==> src/rtl/ddr3_rdimm_cmd_reg.sv <==
// Registering clock driver for a DDR3 registered DIMM model.
// Buffers the controller command/address bus towards 1/2/4 ranks with
// programmable latency, optional odd-rank address mirroring, C/A parity
// checking with a saturating error counter, and a 16x4 control-word file
// written over the command bus.
// Requires BANK_WIDTH >= 3 and ROW_WIDTH >= 9.
module ddr3_rdimm_cmd_reg #(
    parameter int RANKS       = 2,
    parameter int BANK_WIDTH  = 3,
    parameter int ROW_WIDTH   = 16,
    parameter int REG_LATENCY = 1,
    parameter int ADDR_MIRROR = 1,
    parameter int PAR_EN      = 1
) (
    input  logic                          ddr_clk,
    input  logic                          rst_n,
    input  logic [RANKS-1:0]              ddr_cke,
    input  logic [RANKS-1:0]              ddr_cs_n,
    input  logic                          ddr_ras_n,
    input  logic                          ddr_cas_n,
    input  logic                          ddr_we_n,
    input  logic [BANK_WIDTH-1:0]         ddr_ba,
    input  logic [ROW_WIDTH-1:0]          ddr_ad,
    input  logic [RANKS-1:0]              ddr_odt,
    input  logic                          par_in,
    output logic [RANKS-1:0]              q_cke,
    output logic [RANKS-1:0]              q_cs_n,
    output logic [RANKS-1:0]              q_odt,
    output logic                          q_ras_n,
    output logic                          q_cas_n,
    output logic                          q_we_n,
    output logic [RANKS*BANK_WIDTH-1:0]   q_ba,
    output logic [RANKS*ROW_WIDTH-1:0]    q_ad,
    output logic                          err_out_n,
    output logic [7:0]                    err_cnt,
    output logic                          rc_busy
);

    // Three extra stages give the 0..3 cycles of added latency.
    localparam int unsigned DEPTH = REG_LATENCY + 3;

    logic [RANKS-1:0]            p_cke  [DEPTH];
    logic [RANKS-1:0]            p_cs_n [DEPTH];
    logic [RANKS-1:0]            p_odt  [DEPTH];
    logic                        p_ras_n[DEPTH];
    logic                        p_cas_n[DEPTH];
    logic                        p_we_n [DEPTH];
    logic [RANKS*BANK_WIDTH-1:0] p_ba   [DEPTH];
    logic [RANKS*ROW_WIDTH-1:0]  p_ad   [DEPTH];
    // One stage longer than the command pipe so the 2-cycle error pulse
    // fits at maximum latency.
    logic [DEPTH:0]              p_err;

    logic [3:0]                  rc_file [16];
    logic [2:0]                  busy_cnt;

    logic                        cmd_present;
    logic                        par_bad;
    logic                        rc_wr;
    logic [3:0]                  rc_idx;
    logic [3:0]                  rc_data;
    logic [RANKS-1:0]            cs_in;
    logic                        ras_in, cas_in, we_in;
    logic [RANKS*BANK_WIDTH-1:0] ba_in;
    logic [RANKS*ROW_WIDTH-1:0]  ad_in;
    logic [1:0]                  l_add;
    int unsigned                 tap_i;
    logic [DEPTH:0]              err_mask;

    function automatic logic [BANK_WIDTH-1:0] mirror_ba(input logic [BANK_WIDTH-1:0] b);
        logic [BANK_WIDTH-1:0] m;
        m    = b;
        m[0] = b[1];
        m[1] = b[0];
        return m;
    endfunction

    function automatic logic [ROW_WIDTH-1:0] mirror_ad(input logic [ROW_WIDTH-1:0] a);
        logic [ROW_WIDTH-1:0] m;
        m    = a;
        m[3] = a[4];
        m[4] = a[3];
        m[5] = a[6];
        m[6] = a[5];
        m[7] = a[8];
        m[8] = a[7];
        return m;
    endfunction

    assign rc_busy = |busy_cnt;
    assign l_add   = rc_file[2][1:0];
    assign rc_idx  = {ddr_ba[2], ddr_ad[2:0]};
    assign rc_data = {ddr_ba[1:0], ddr_ad[4:3]};

    // Input decode: parity, control-word detection, blanking and mirroring.
    always_comb begin
        cmd_present = ~&ddr_cs_n;
        par_bad     = cmd_present & ~rc_busy & rc_file[0][0] &
                      (^{ddr_ad, ddr_ba, ddr_ras_n, ddr_cas_n, ddr_we_n, par_in});
        rc_wr       = ~rc_busy & ~|ddr_cs_n & ~ddr_ras_n & ~ddr_cas_n & ~ddr_we_n & ~par_bad;
        cs_in       = (rc_busy | par_bad | rc_wr) ? '1 : ddr_cs_n;
        ras_in      = rc_wr | ddr_ras_n;
        cas_in      = rc_wr | ddr_cas_n;
        we_in       = rc_wr | ddr_we_n;
        ba_in       = '0;
        ad_in       = '0;
        for (int unsigned r = 0; r < RANKS; r++) begin
            if (ADDR_MIRROR != 0 && !rc_file[0][1] && (r % 2 == 1)) begin
                ba_in[r*BANK_WIDTH +: BANK_WIDTH] = mirror_ba(ddr_ba);
                ad_in[r*ROW_WIDTH +: ROW_WIDTH]   = mirror_ad(ddr_ad);
            end else begin
                ba_in[r*BANK_WIDTH +: BANK_WIDTH] = ddr_ba;
                ad_in[r*ROW_WIDTH +: ROW_WIDTH]   = ddr_ad;
            end
        end
    end

    // Command pipeline; a control-word write flushes in-flight chip selects.
    always_ff @(posedge ddr_clk or negedge rst_n) begin
        if (!rst_n) begin
            for (int unsigned i = 0; i < DEPTH; i++) begin
                p_cke[i]   <= '0;
                p_cs_n[i]  <= '1;
                p_odt[i]   <= '0;
                p_ras_n[i] <= 1'b1;
                p_cas_n[i] <= 1'b1;
                p_we_n[i]  <= 1'b1;
                p_ba[i]    <= '0;
                p_ad[i]    <= '0;
            end
            p_err <= '0;
        end else begin
            p_cke[0]   <= ddr_cke;
            p_cs_n[0]  <= cs_in;
            p_odt[0]   <= ddr_odt;
            p_ras_n[0] <= ras_in;
            p_cas_n[0] <= cas_in;
            p_we_n[0]  <= we_in;
            p_ba[0]    <= ba_in;
            p_ad[0]    <= ad_in;
            for (int unsigned i = 1; i < DEPTH; i++) begin
                p_cke[i]   <= p_cke[i-1];
                p_cs_n[i]  <= rc_wr ? '1 : p_cs_n[i-1];
                p_odt[i]   <= p_odt[i-1];
                p_ras_n[i] <= p_ras_n[i-1];
                p_cas_n[i] <= p_cas_n[i-1];
                p_we_n[i]  <= p_we_n[i-1];
                p_ba[i]    <= p_ba[i-1];
                p_ad[i]    <= p_ad[i-1];
            end
            p_err <= {p_err[DEPTH-1:0], par_bad};
        end
    end

    // Control-word file, blanking counter and saturating error counter.
    always_ff @(posedge ddr_clk or negedge rst_n) begin
        if (!rst_n) begin
            for (int unsigned i = 0; i < 16; i++) begin
                rc_file[i] <= '0;
            end
            rc_file[0][0] <= (PAR_EN != 0);
            busy_cnt      <= '0;
            err_cnt       <= '0;
        end else begin
            if (rc_wr) begin
                rc_file[rc_idx] <= rc_data;
                busy_cnt        <= 3'd4;
            end else if (busy_cnt != 3'd0) begin
                busy_cnt <= busy_cnt - 3'd1;
            end
            if (par_bad && err_cnt != 8'hFF) begin
                err_cnt <= err_cnt + 8'd1;
            end
        end
    end

    // Output tap selected by added latency; error pulse spans tap and tap+1.
    always_comb begin
        tap_i    = 32'(REG_LATENCY - 1) + 32'(l_add);
        q_cke    = '0;
        q_cs_n   = '1;
        q_odt    = '0;
        q_ras_n  = 1'b1;
        q_cas_n  = 1'b1;
        q_we_n   = 1'b1;
        q_ba     = '0;
        q_ad     = '0;
        for (int unsigned i = 0; i < DEPTH; i++) begin
            if (i == tap_i) begin
                q_cke   = p_cke[i];
                q_cs_n  = p_cs_n[i];
                q_odt   = p_odt[i];
                q_ras_n = p_ras_n[i];
                q_cas_n = p_cas_n[i];
                q_we_n  = p_we_n[i];
                q_ba    = p_ba[i];
                q_ad    = p_ad[i];
            end
        end
        err_mask  = (DEPTH+1)'(3) << tap_i;
        err_out_n = ~|(p_err & err_mask);
    end

endmodule
==> config.mk <==
export PLATFORM = sky130hd
export DESIGN_NAME = ddr3_rdimm_cmd_reg
export DESIGN_NICKNAME = d
export VERILOG_FILES = /design/src/rtl/ddr3_rdimm_cmd_reg.sv
export SDC_FILE = /design/constraint.sdc
export NUM_CORES = 1
export LEC_CHECK = 0
export BUFFER_PORTS_ARGS = -buffer_cell sky130_fd_sc_hd__buf_4
export CELL_PAD_IN_SITES_DETAIL_PLACEMENT = 0
export CELL_PAD_IN_SITES_GLOBAL_PLACEMENT = 1
export CORE_ASPECT_RATIO = 1.75
export CORE_UTILIZATION = 41
export DETAILED_ROUTE_END_ITERATION = 7
export PLACE_DENSITY_LB_ADDON = 0.1
export SLEW_MARGIN = 15
export SYNTH_ARGS = -nofsm -noshare
export SYNTH_HDL_FRONTEND = slang
export SYNTH_SLANG_ARGS = --single-unit
==> constraint.sdc <==
create_clock -name ddr_clk -period 2.05 [get_ports ddr_clk]
set_input_delay 0.205 -clock ddr_clk [delete_from_list [all_inputs] [get_ports ddr_clk]]
set_output_delay 0.205 -clock ddr_clk [all_outputs]
set_load 0.02 [all_outputs]
==> out/metrics.cfg, run 1 <==
[outcome]
status = complete, but fails checks
violations = negative setup slack

[timing]
hold_slack_ns = 0.0174
setup_viol = 48
rsz0062_at_grt = yes
period_share_pct = 113
hold_violations = 0
drv_slew = 0
max_freq_ghz = 0.432
tightest_slew_ns = 0.423
min_period_ns = 2.32
worst_slack_ns = -0.265
finClkSkew_ns = 0.0116
max_slew_margin_pct = 71.8

[synthesis]
yosysWarnings = 0
syn_avg_cell_area_um2 = 12.4
syn_nets = 528
syn_area_um2 = 6080
yosysTopAreaCellShare_pct = 58.9
synth_flop_cell = dfrtp_1
synthTopCellsByArea = dfrtp_1 59%, dfstp_2 9.1%, a22oi_1 3.7%
yosysSeqAreaShare_pct = 67.9
synth_edf_count = 0
synth-seq-cells = 164
synth.distinct_cells = 36
synth_top_area_cell = dfrtp_1
synthCells = 490
async_reset_ff_share_pct = 100

[global_route]
grt_pass1_vias = 4344
grt_max_degree = 62
grt_first_pass_wirelength_mm = 23.4
grt-ovfl-total = 0
track_usage_pct = 20.8
grt_antenna_before_repair = 0

[power_and_ir_drop]
comb_power_share_pct = 17.5
power_leakage_nw = 3.89
peakVddDrop_v = 0.000636
p_int_mw = 5.86
p_sw_share_pct = 27.5
pwr-share-seq_pct = 44.4
power_switching_mw = 2.22
pwr-share-clk_pct = 38.2
power_density_nw_per_um2 = 929

[cts]
cts_buffers = 17
cts.clk_slew.worst_paths_ns = 0.06
clock_sinks = 164
cts_tree = built
clockBufferDepth = 2
ctsRootBufferMaster = clkbuf_16
clkLatencyLatePin_ns = 0.42
htreeDepth = 4

[setup_path]
reg2reg_from = busy_cnt[0]$_DFFE_PN0P_
reg2reg_slack_ns = 0.16
crit_type = reg2out
crit_fanout = 8
critPathLaunch = l_add[1]$_DFFE_PN0P_
cp.arrival_ns = 2.11
required_ns = 1.85
worst-path-buf-inv = 4
max_stage_delay_ns = 0.40
critPathTopFamily = buffers and inverters
crit_chain = inv_2 -> ha_4 -> nor2b_4 -> buf_6 -> buf_12 -> a22oi_1 -> nor2_1 -> a21oi_1 -> o21ai_1 -> buf_4
crit_path_end_kind = output pin
slowest_stage = dfrtp_1
start_kind = flip-flop
r2r-end = err_cnt[7]$_DFFE_PN0P_
ff2ff_path_depth = 8

[placement]
post-place-ws_ns = -0.295
gp_congestion = 0.723
dp_hpwl_mm = 8.34
io_buffer_count = 87
place_area_um2 = 7120

[floorplanning]
die_y_um = 163
core_area_um2 = 14400
die-area_um2 = 15300
boundaryPins = 88
initial_core_util_pct = 42.1
row_count = 58
die_w_um = 94.1

[detailed_routing]
top_layer = met4
drtIter0Drc = 147
drtPass1Iterations = 4
wl_met3_um = 444
postRouteAntennaNets = 0
wirelength_mm = 14.5
wl_met1_mm = 5.94
wl_met2_mm = 7.89
wl_per_cell_um = 17.5
num_vias = 4174
viasPerCell = 5.03
drc_errors = 0

[job]
drv_cap = 0

[hold_path]
hold_path_end = p_ad[103]$_DFF_PN0_
holdPathStages = 2
hp-start = ddr_ad[7]
min_path_type = in2reg

[cells_and_area]
layout-drive-gt1-share_pct = 42.5
area_delta_synth_final_pct = 43.2
final_nets = 674
final_area_um2 = 8700
antenna_cells = 0

## cell usage in the layout (no fill, tap or decap), types with 7 or more instances in the layout
| master | synthesis | layout |
|---|---|---|
| a21oi_1 | 34 | 26 |
| a21oi_2 | 0 | 8 |
| a22oi_1 | 30 | 10 |
| a22oi_2 | 0 | 20 |
| buf_12 | 0 | 9 |
| buf_16 | 0 | 11 |
| buf_4 | 11 | 91 |
| buf_6 | 1 | 31 |
| clkbuf_16 | 0 | 17 |
| dfrtp_1 | 143 | 142 |
| dfstp_2 | 21 | 21 |
| dlygate4sd3_1 | 0 | 21 |
| inv_1 | 10 | 7 |
| inv_6 | 0 | 7 |
| mux2_2 | 18 | 15 |
| nand2_1 | 44 | 43 |
| nand2b_1 | 9 | 9 |
| nor2_1 | 40 | 33 |
| o21ai_1 | 2 | 22 |
| o21ai_2 | 0 | 13 |
| xnor2_1 | 18 | 18 |
| xor2_1 | 8 | 8 |
## cell usage after synthesis, drive strengths merged (7+ instances only)
cell type and instances:
a21oi 34, a22oi 30, buf 17, clkbuf 19, dfrtp 143, dfstp 21
ha 7, inv 10, mux2 19, nand2 44, nand2b 9, nor2 40
o21ai 39, xnor2 18, xor2 8
## routing by layer
layer	up-vias	global-route usage (%)
met1	2112	24.5
met3	16	4.42
met2	91	36.9
met4	0	7.27
met5	-	0
li1	1955	-
## power by group through the flow
stage | Sequential [mW] | Combinational, mW | Clock [mW]
finish | 3.59 | 1.41 | 3.09
global route | 3.61 | 1.55 | 3.30
CTS | 3.58 | 1.40 | 3.16
detailed placement | 3.63 | 1.21 | 0
global placement | 3.62 | 1.19 | 0
floorplan | 3.61 | 0.762 | 0
## metrics by stage
step	TNS, ns	power, mW	cells	utilization [%]
finish	-10.32	8.09	829	60.3
global route	-15.46	8.45	829	60.3
CTS	-9.95	8.14	825	59.4
detailed placement	-5.59	4.84	750	49.3
global placement	-5.49	4.81	750	49.3
floorplan	-0.892	4.37	490	-
## cells by family after synthesis
group / Yosys count / synth area share (%)
compound gates: 112 / 10.8
xor+xnor: 27 / 4.12
fa+ha+maj: 7 / 1.44
buf+inv: 46 / 3.66
flops: 164 / 67.9
mux: 20 / 3.68
simple gates: 114 / 8.36
## final cells by class
type	count	area, um^2
well taps	180	225
inverters	10	40.0
clock buffers	18	429
clock inverters	14	139
flip-flops and latches	164	4130
repair buffers	163	1730
fillers	1211	5740
multi-input cells	280	2010
## worst max-delay path by stage
stage | cells after the start | to
4_1_cts | 8 | q_cs_n[0]
3_3_place_gp | 8 | err_cnt[6]$_DFFE_PN0P_
3_5_place_dp | 8 | err_cnt[6]$_DFFE_PN0P_
5_1_grt | 10 | q_ad[22]
2_1_floorplan | 10 | q_ad[16]
6_report | 10 | q_ad[22]
## flip-flops by register name, indices dropped and copies added (netlist names), 3 cells and up
register / cells
err_cnt: 8
p_we_n: 4
p_ba: 20
p_ad: 88
p_err: 5
busy_cnt: 3
p_ras_n: 4
p_odt: 8
p_cas_n: 4
p_cke: 8
p_cs_n: 8
## timing repair
action | 4_1_cts | 5_1_grt
endpoints found under the hold margin | 78 | 0
gates cloned | 10 | 0
hold buffers | 21 | 0
endpoints found under the setup margin | 48 | 53
pin swaps | 20 | 19
resized for setup | 79 | 22
buffers inserted | 14 | 4
No activity file was read; power rests on OpenSTA's default activity.
==> run 2: changes to the inputs <==
CELL_PAD_IN_SITES_DETAIL_PLACEMENT = 1   (was 0)
CELL_PAD_IN_SITES_GLOBAL_PLACEMENT = 2   (was 1)
CORE_UTILIZATION = 34   (was 41)
==> run 2 against run 1 <==
Highest routed layer unchanged. Register-to-register slack lost 0.06 ns. The run still ends with negative setup slack left. Critical path depth is the same. Non-clock buffer count is the same. Largest cell class unchanged. Total power is essentially flat. Fmax shrank 1.2%. Clock power shrank 2%. Clock-buffer cell count grew 2.
==> out/metrics.cfg, run 2 (synthesis gave the netlist of run 1 again) <==
[cells_and_area]
antenna_cells = 0  ; unchanged
largest_reg_flops = 88  ; unchanged
reg_top3 = p_ad x88, p_ba x20  ; unchanged
layout-drive-gt1-share_pct = 43.5  ; was 42.5%
final_nets = 674  ; unchanged
area_delta_synth_final_pct = 44.0  ; was 43.2%
regArea_um2 = 4130  ; unchanged
largest-register = p_ad  ; unchanged
mostFrequentLayoutCells = 142 x dfrtp_1, 93 x buf_4, 43 x nand2_1  ; was 142 x dfrtp_1, 91 x buf_4, 43 x nand2_1
final_cells = 880  ; was 829
multiInputGateArea_um2 = 2080  ; was 2010 um^2
fillers = 1855  ; was 1,211
final_common_cell = dfrtp_1  ; unchanged

[detailed_routing]
postRouteAntennaNets = 0  ; unchanged
drc_errors = 0  ; unchanged
top_layer = met4  ; unchanged
viasPerCell = 4.76  ; was 5.03
drtPass1Iterations = 4  ; unchanged
wirelength_mm = 15.6  ; was 14.5 mm
drtIter0Drc = 119  ; was 147
wl_met1_mm = 6.32  ; was 5.94 mm
wl_met2_mm = 8.63  ; was 7.89 mm
wl_per_cell_um = 17.7  ; was 17.5 um
wl_met3_um = 478  ; was 444 um
num_vias = 4186  ; was 4,174

[timing]
period_share_pct = 114  ; was 113%
tightest_slew_ns = 0.562  ; was 0.423 ns
min_period_ns = 2.34  ; was 2.32 ns
max_freq_ghz = 0.427  ; was 0.432 GHz
rsz0062_at_grt = yes  ; unchanged
drv_slew = 0  ; unchanged
hold_violations = 0  ; unchanged
worst_slack_ns = -0.293  ; was -0.265 ns
finClkSkew_ns = 0.00565  ; was 0.0116 ns
max_slew_margin_pct = 62.5  ; was 71.8%
fin_tns_setup_ns = -10.72  ; was -10.32 ns
setup_viol = 48  ; unchanged

[cts]
clkLatencyLatePin_ns = 0.42  ; about the same
htreeDepth = 4  ; unchanged
cts_buffers = 17  ; unchanged
cts_tree = built  ; unchanged
clockBufferDepth = 2  ; unchanged
cts.clk_slew.worst_paths_ns = 0.06  ; about the same
clock_sinks = 164  ; unchanged
ctsRootBufferMaster = clkbuf_16  ; unchanged

[floorplanning]
initial_core_util_pct = 34.8  ; was 42.1%
row_count = 64  ; was 58
die_y_um = 179  ; was 163 um
die-area_um2 = 18400  ; was 15,300 um^2
core_area_um2 = 17500  ; was 14,400 um^2
boundaryPins = 88  ; unchanged
die_w_um = 103  ; was 94.1 um

[job]
drv_cap = 0  ; unchanged

[setup_path]
max_stage_delay_ns = 0.43  ; was 0.40 ns
critPathTopFamily = buffers and inverters  ; unchanged
crit_fanout = 7  ; was 8
slowest_stage = dfrtp_2  ; was dfrtp_1
cp.arrival_ns = 2.14  ; was 2.11 ns
worst-path-buf-inv = 6  ; was 4
crit_type = reg2out  ; unchanged
crit_path_end_kind = output pin  ; unchanged
required_ns = 1.85  ; about the same
crit_top_cell = buf_4
crit_chain = inv_4 -> buf_4 -> buf_4 -> ha_4 -> buf_12 -> buf_16 -> nor2_2 -> a21oi_1 -> o21ai_2 -> buf_4  ; was inv_2 -> ha_4 -> nor2b_4 -> buf_6 -> buf_12 -> a22oi_1 -> nor2_1 -> a21oi_1 -> o21ai_1 -> buf_4
start_kind = flip-flop  ; unchanged

[outcome]
status = complete, but fails checks  ; unchanged
violations = negative setup slack  ; unchanged

[placement]
dp_hpwl_mm = 9.80  ; was 8.34 mm
io_buffer_count = 87  ; unchanged
post-place-ws_ns = -0.360  ; was -0.295 ns
place_inst = 806  ; was 750
gp_congestion = 0.702  ; was 0.723

[hold_path]
min_path_type = in2reg  ; unchanged

[power_and_ir_drop]
power_density_nw_per_um2 = 924  ; was 929 nW/um^2
power_leakage_nw = 3.90  ; was 3.89 nW
peakVddDrop_v = 0.000512  ; was 0.000636 V

[global_route]
track_usage_pct = 18.0  ; was 20.8%
grt_first_pass_wirelength_mm = 24.4  ; was 23.4 mm
grt_antenna_before_repair = 0  ; unchanged
grt-ovfl-total = 0  ; unchanged
grt_pass1_vias = 4593  ; was 4,344
grt_max_degree = 53  ; was 62

==> run 2: layout make-up <==
| class | count | share of cell area (%) |
|---|---|---|
| sequential | 164 | 47.2 |
| multi-input combinational | 280 | 23.7 |
| clock buffer | 20 | 5.35 |
| tap | 231 | 3.30 |
| clock inverter | 12 | 1.07 |
| inverter | 10 | 0.600 |
| timing repair buffer | 163 | 18.7 |
==> run 2: power by group <==
part           switching [mW]  total (mW)  internal [mW]
combinational           0.761        1.47          0.707
clock                    1.35        3.02           1.68
sequential              0.118        3.60           3.48
total                    2.23        8.09           5.86
==> run 2: worst paths after layout <==
| path | from | endpoint | slack, ns | depth (start not counted) |
|---|---|---|---|---|
| min | ddr_ba[2] | p_ba[20]$_DFF_PN0_ | 0.02 | 2 |
| min in group asynchronous | rst_n | p_ad[57]$_DFF_PN0_ | 0.32 | 2 |
| max in group asynchronous | rst_n | rc_file[60]$_DFFE_PN1P_ | 0.99 | 3 |
| min reg2reg | p_ras_n[1]$_DFF_PN1_ | p_ras_n[0]$_DFF_PN1_ | 0.37 | 0 |
| max reg2reg | busy_cnt[0]$_DFFE_PN0P_ | err_cnt[7]$_DFFE_PN0P_ | 0.10 | 8 |
| max | l_add[0]$_DFFE_PN0P_ | q_ad[17] | -0.29 | 10 |
==> run 2: per-layer routing <==
metal	track usage [%]	up-vias
met2	31.9	76
met1	21.4	2141
met4	4.93	0
met5	0	-
li1	-	1955
met3	4.29	14
==> run 2: metrics by stage <==
step           area (um^2)  utilization, %  hold slack, ns  total power, mW
2_1_floorplan         6130               -         -0.0906             4.37
3_3_place_gp          7220            41.4           0.204             4.85
5_1_grt               8750            50.1          0.0113             8.47
6_report              8750            50.1          0.0188             8.09
3_5_place_dp          7220            41.4           0.204             4.89
4_1_cts               8370            48.0         0.00389             8.07
==> run 2: worst register-to-register path, stage by stage (launching register included) <==
cell      delay (ns)
dfrtp_1         0.38
inv_1           0.12
ha_1            0.19
nor2b_4         0.16
nand3_2         0.10
o21bai_2        0.23
or2_2           0.33
nor3_2          0.19
xor2_1          0.18
==> run 2: timing repair <==
item                                    CTS  global route
gates resized for setup                  56            62
cloned                                    2             5
setup buffers                             7             6
hold endpoints to repair                 71             0
hold buffers                             24             0
endpoints found under the setup margin   50            51
pin swaps                                 7            16
==> run 3: changes to the inputs <==
CORE_ASPECT_RATIO = not set   (was 1.75)
==> run 3 against run 2 <==
The flow still finishes with violations (negative setup slack). Total power grew 5.3%. Clock skew shrank 0.00062 ns. Die area shrank 0.12%. Fmax shrank 2.7%. Core utilization grew 1.2 points. Clock-buffer cell count is the same. Clock power grew 14%. Global-route usage grew 0.82 points. Flip-flop and latch count is the same.
==> out/metrics.cfg, run 3 (synthesis gave the netlist of run 1 again) <==
[cells_and_area]
largest_reg_flops = 88  ; unchanged
postLayoutCoreUtil_pct = 51.3  ; was 50.1%
mostFrequentLayoutCells = 142 x dfrtp_1, 83 x buf_4, 42 x nand2_1  ; was 142 x dfrtp_1, 93 x buf_4, 43 x nand2_1
antenna_cells = 0  ; unchanged
layout-drive-gt1-share_pct = 41.9  ; was 43.5%
final_nets = 676  ; was 674
largest-register = p_ad  ; unchanged
reg_top3 = p_ad x88, p_ba x20  ; unchanged
final_common_cell = dfrtp_1  ; unchanged
final_area_um2 = 8910  ; was 8750 um^2
area_delta_synth_final_pct = 46.6  ; was 44.0%
final_cells = 876  ; was 880

[global_route]
grt_antenna_before_repair = 0  ; unchanged
grt_first_pass_wirelength_mm = 25.6  ; was 24.4 mm
grt-ovfl-total = 0  ; unchanged
grt_max_degree = 58  ; was 53
grt_pass1_vias = 4468  ; was 4,593
track_usage_pct = 18.8  ; was 18.0%

[timing]
drv_slew = 0  ; unchanged
tightest_slew_ns = 0.470  ; was 0.562 ns
min_period_ns = 2.41  ; was 2.34 ns
finClkSkew_ns = 0.00504  ; was 0.00565 ns
max_slew_margin_pct = 68.7  ; was 62.5%
rsz0062_at_grt = yes  ; unchanged
max_freq_ghz = 0.415  ; was 0.427 GHz
setup_viol = 48  ; unchanged
hold_violations = 0  ; unchanged
worst_slack_ns = -0.358  ; was -0.293 ns
period_share_pct = 117  ; was 114%

[cts]
ctsRootBufferMaster = clkbuf_16  ; unchanged
cts_tree = built  ; unchanged
cts_buffers = 17  ; unchanged
clock_sinks = 164  ; unchanged
cts.clk_slew.worst_paths_ns = 0.06  ; about the same
htreeDepth = 4  ; unchanged
clkLatencyLatePin_ns = 0.42  ; about the same
clockBufferDepth = 2  ; unchanged

[setup_path]
r2r-end = err_cnt[3]$_DFFE_PN0P_  ; was err_cnt[7]$_DFFE_PN0P_
crit_chain = inv_2 -> ha_4 -> nor2b_4 -> buf_6 -> buf_12 -> buf_4 -> a22oi_1 -> nor2_1 -> a21oi_1 -> o21ai_2 -> buf_6  ; was inv_4 -> buf_4 -> buf_4 -> ha_4 -> buf_12 -> buf_16 -> nor2_2 -> a21oi_1 -> o21ai_2 -> buf_4
crit_top_cell = buf_6  ; was buf_4
start_kind = flip-flop  ; unchanged
reg2reg_from = busy_cnt[0]$_DFFE_PN0P_  ; unchanged
cp.arrival_ns = 2.20  ; was 2.14 ns
slowest_stage = dfrtp_2  ; unchanged
required_ns = 1.85  ; about the same
crit_type = reg2out  ; unchanged
worst-path-buf-inv = 5  ; was 6
ff2ff_path_depth = 8  ; unchanged
critPathTopFamily = buffers and inverters  ; unchanged
crit_path_end_kind = output pin  ; unchanged
crit_fanout = 8  ; was 7
max_stage_delay_ns = 0.45  ; was 0.43 ns
reg2reg_slack_ns = 0.19  ; was 0.10 ns

[power_and_ir_drop]
peakVddDrop_v = 0.000597  ; was 0.000512 V
power_density_nw_per_um2 = 956  ; was 924 nW/um^2
power_leakage_nw = 3.97  ; was 3.90 nW

[floorplanning]
initial_core_util_pct = 35.0  ; was 34.8%
row_count = 48  ; was 64
die_y_um = 136  ; was 179 um
boundaryPins = 88  ; unchanged
core_area_um2 = 17400  ; was 17,500 um^2
die-area_um2 = 18400  ; about the same
die_w_um = 136  ; was 103 um

[detailed_routing]
viasPerCell = 4.81  ; was 4.76
drc_errors = 0  ; unchanged
drtPass1Iterations = 4  ; unchanged
postRouteAntennaNets = 0  ; unchanged
drtIter0Drc = 155  ; was 119
wl_per_cell_um = 19.5  ; was 17.7 um
wirelength_mm = 17.1  ; was 15.6 mm
num_vias = 4217  ; was 4,186

[placement]
place_inst = 796  ; was 806
dp_hpwl_mm = 9.45  ; was 9.80 mm
io_buffer_count = 87  ; unchanged
place_area_um2 = 7210  ; was 7220 um^2
gp_congestion = 0.752  ; was 0.702

[hold_path]
hp-start = ddr_cs_n[0]  ; was ddr_ba[2]
holdPathStages = 2  ; unchanged
min_path_type = in2reg  ; unchanged
hold_path_end = p_cs_n[6]$_DFF_PN1_  ; was p_ba[20]$_DFF_PN0_

[job]
drv_cap = 0  ; unchanged

[outcome]
violations = negative setup slack  ; unchanged
status = complete, but fails checks  ; unchanged

==> run 3: cell type report <==
type / instances / area (um^2)
Fill cell: 1736 / 8450
Sequential cell: 164 / 4130
Multi-Input combinational cell: 280 / 2010
Timing Repair Buffer: 165 / 1800
Clock buffer: 20 / 467
Tap cell: 225 / 282
Clock inverter: 12 / 174
Inverter: 10 / 45.0
==> run 3: power breakdown <==
group,internal [mW],switching (mW),total [mW]
clock,2.14,1.29,3.43
combinational,0.712,0.774,1.49
sequential,3.48,0.121,3.60
==> run 3: what timing repair did <==
action | CTS | global route
endpoints found under the hold margin | 51 | 0
hold buffers | 21 | 0
resized for setup | 77 | 32
endpoints found under the setup margin | 48 | 54
pin swaps | 13 | 19
setup buffers | 7 | 11
cloned | 5 | 7
==> run 3: metrics by stage <==
step                setup TNS [ns]  power (mW)  setup slack (ns)  hold WS (ns)
finish                      -11.89        8.52            -0.358        0.0105
global route                -16.51        8.90            -0.430        0.0144
CTS                         -11.05        8.52            -0.314       0.00433
detailed placement           -5.32        4.88            -0.319         0.163
global placement             -4.66        4.84            -0.273         0.155
floorplan                   -0.892        4.37           -0.0811       -0.0906
==> run 3: worst reg2reg max path, cell delays in order (launching register included) <==
cell and delay (ns):
dfrtp_1 0.37, inv_1 0.11, ha_2 0.19, nor2b_4 0.16, nand3_2 0.10, o21bai_2 0.22, or2_2 0.33, nor2_1 0.14
xor2_1 0.15
==> run 3: routing by layer <==
layer  up-vias  track usage (%)  routed length (um)
met5         -                0                   0
met4         0             7.24                 236
met3        15             4.04                 517
met2        78             30.0                8670
met1      2157             24.9                7640
li1       1967                -                   -
==> run 3: worst max path at each step <==
stage,slack (ns),from,endpoint,depth (start not counted)
final,-0.36,l_add[0]$_DFFE_PN0P_,q_ad[25],11
after global routing,-0.43,l_add[0]$_DFFE_PN0P_,q_ad[0],10
after CTS,-0.31,l_add[0]$_DFFE_PN0P_,q_ad[23],10
after detailed placement,-0.32,ddr_ras_n,err_cnt[6]$_DFFE_PN0P_,7
after global placement,-0.27,ddr_ras_n,err_cnt[6]$_DFFE_PN0P_,7
after floorplan,-0.08,l_add[1]$_DFFE_PN0P_,q_ad[16],10
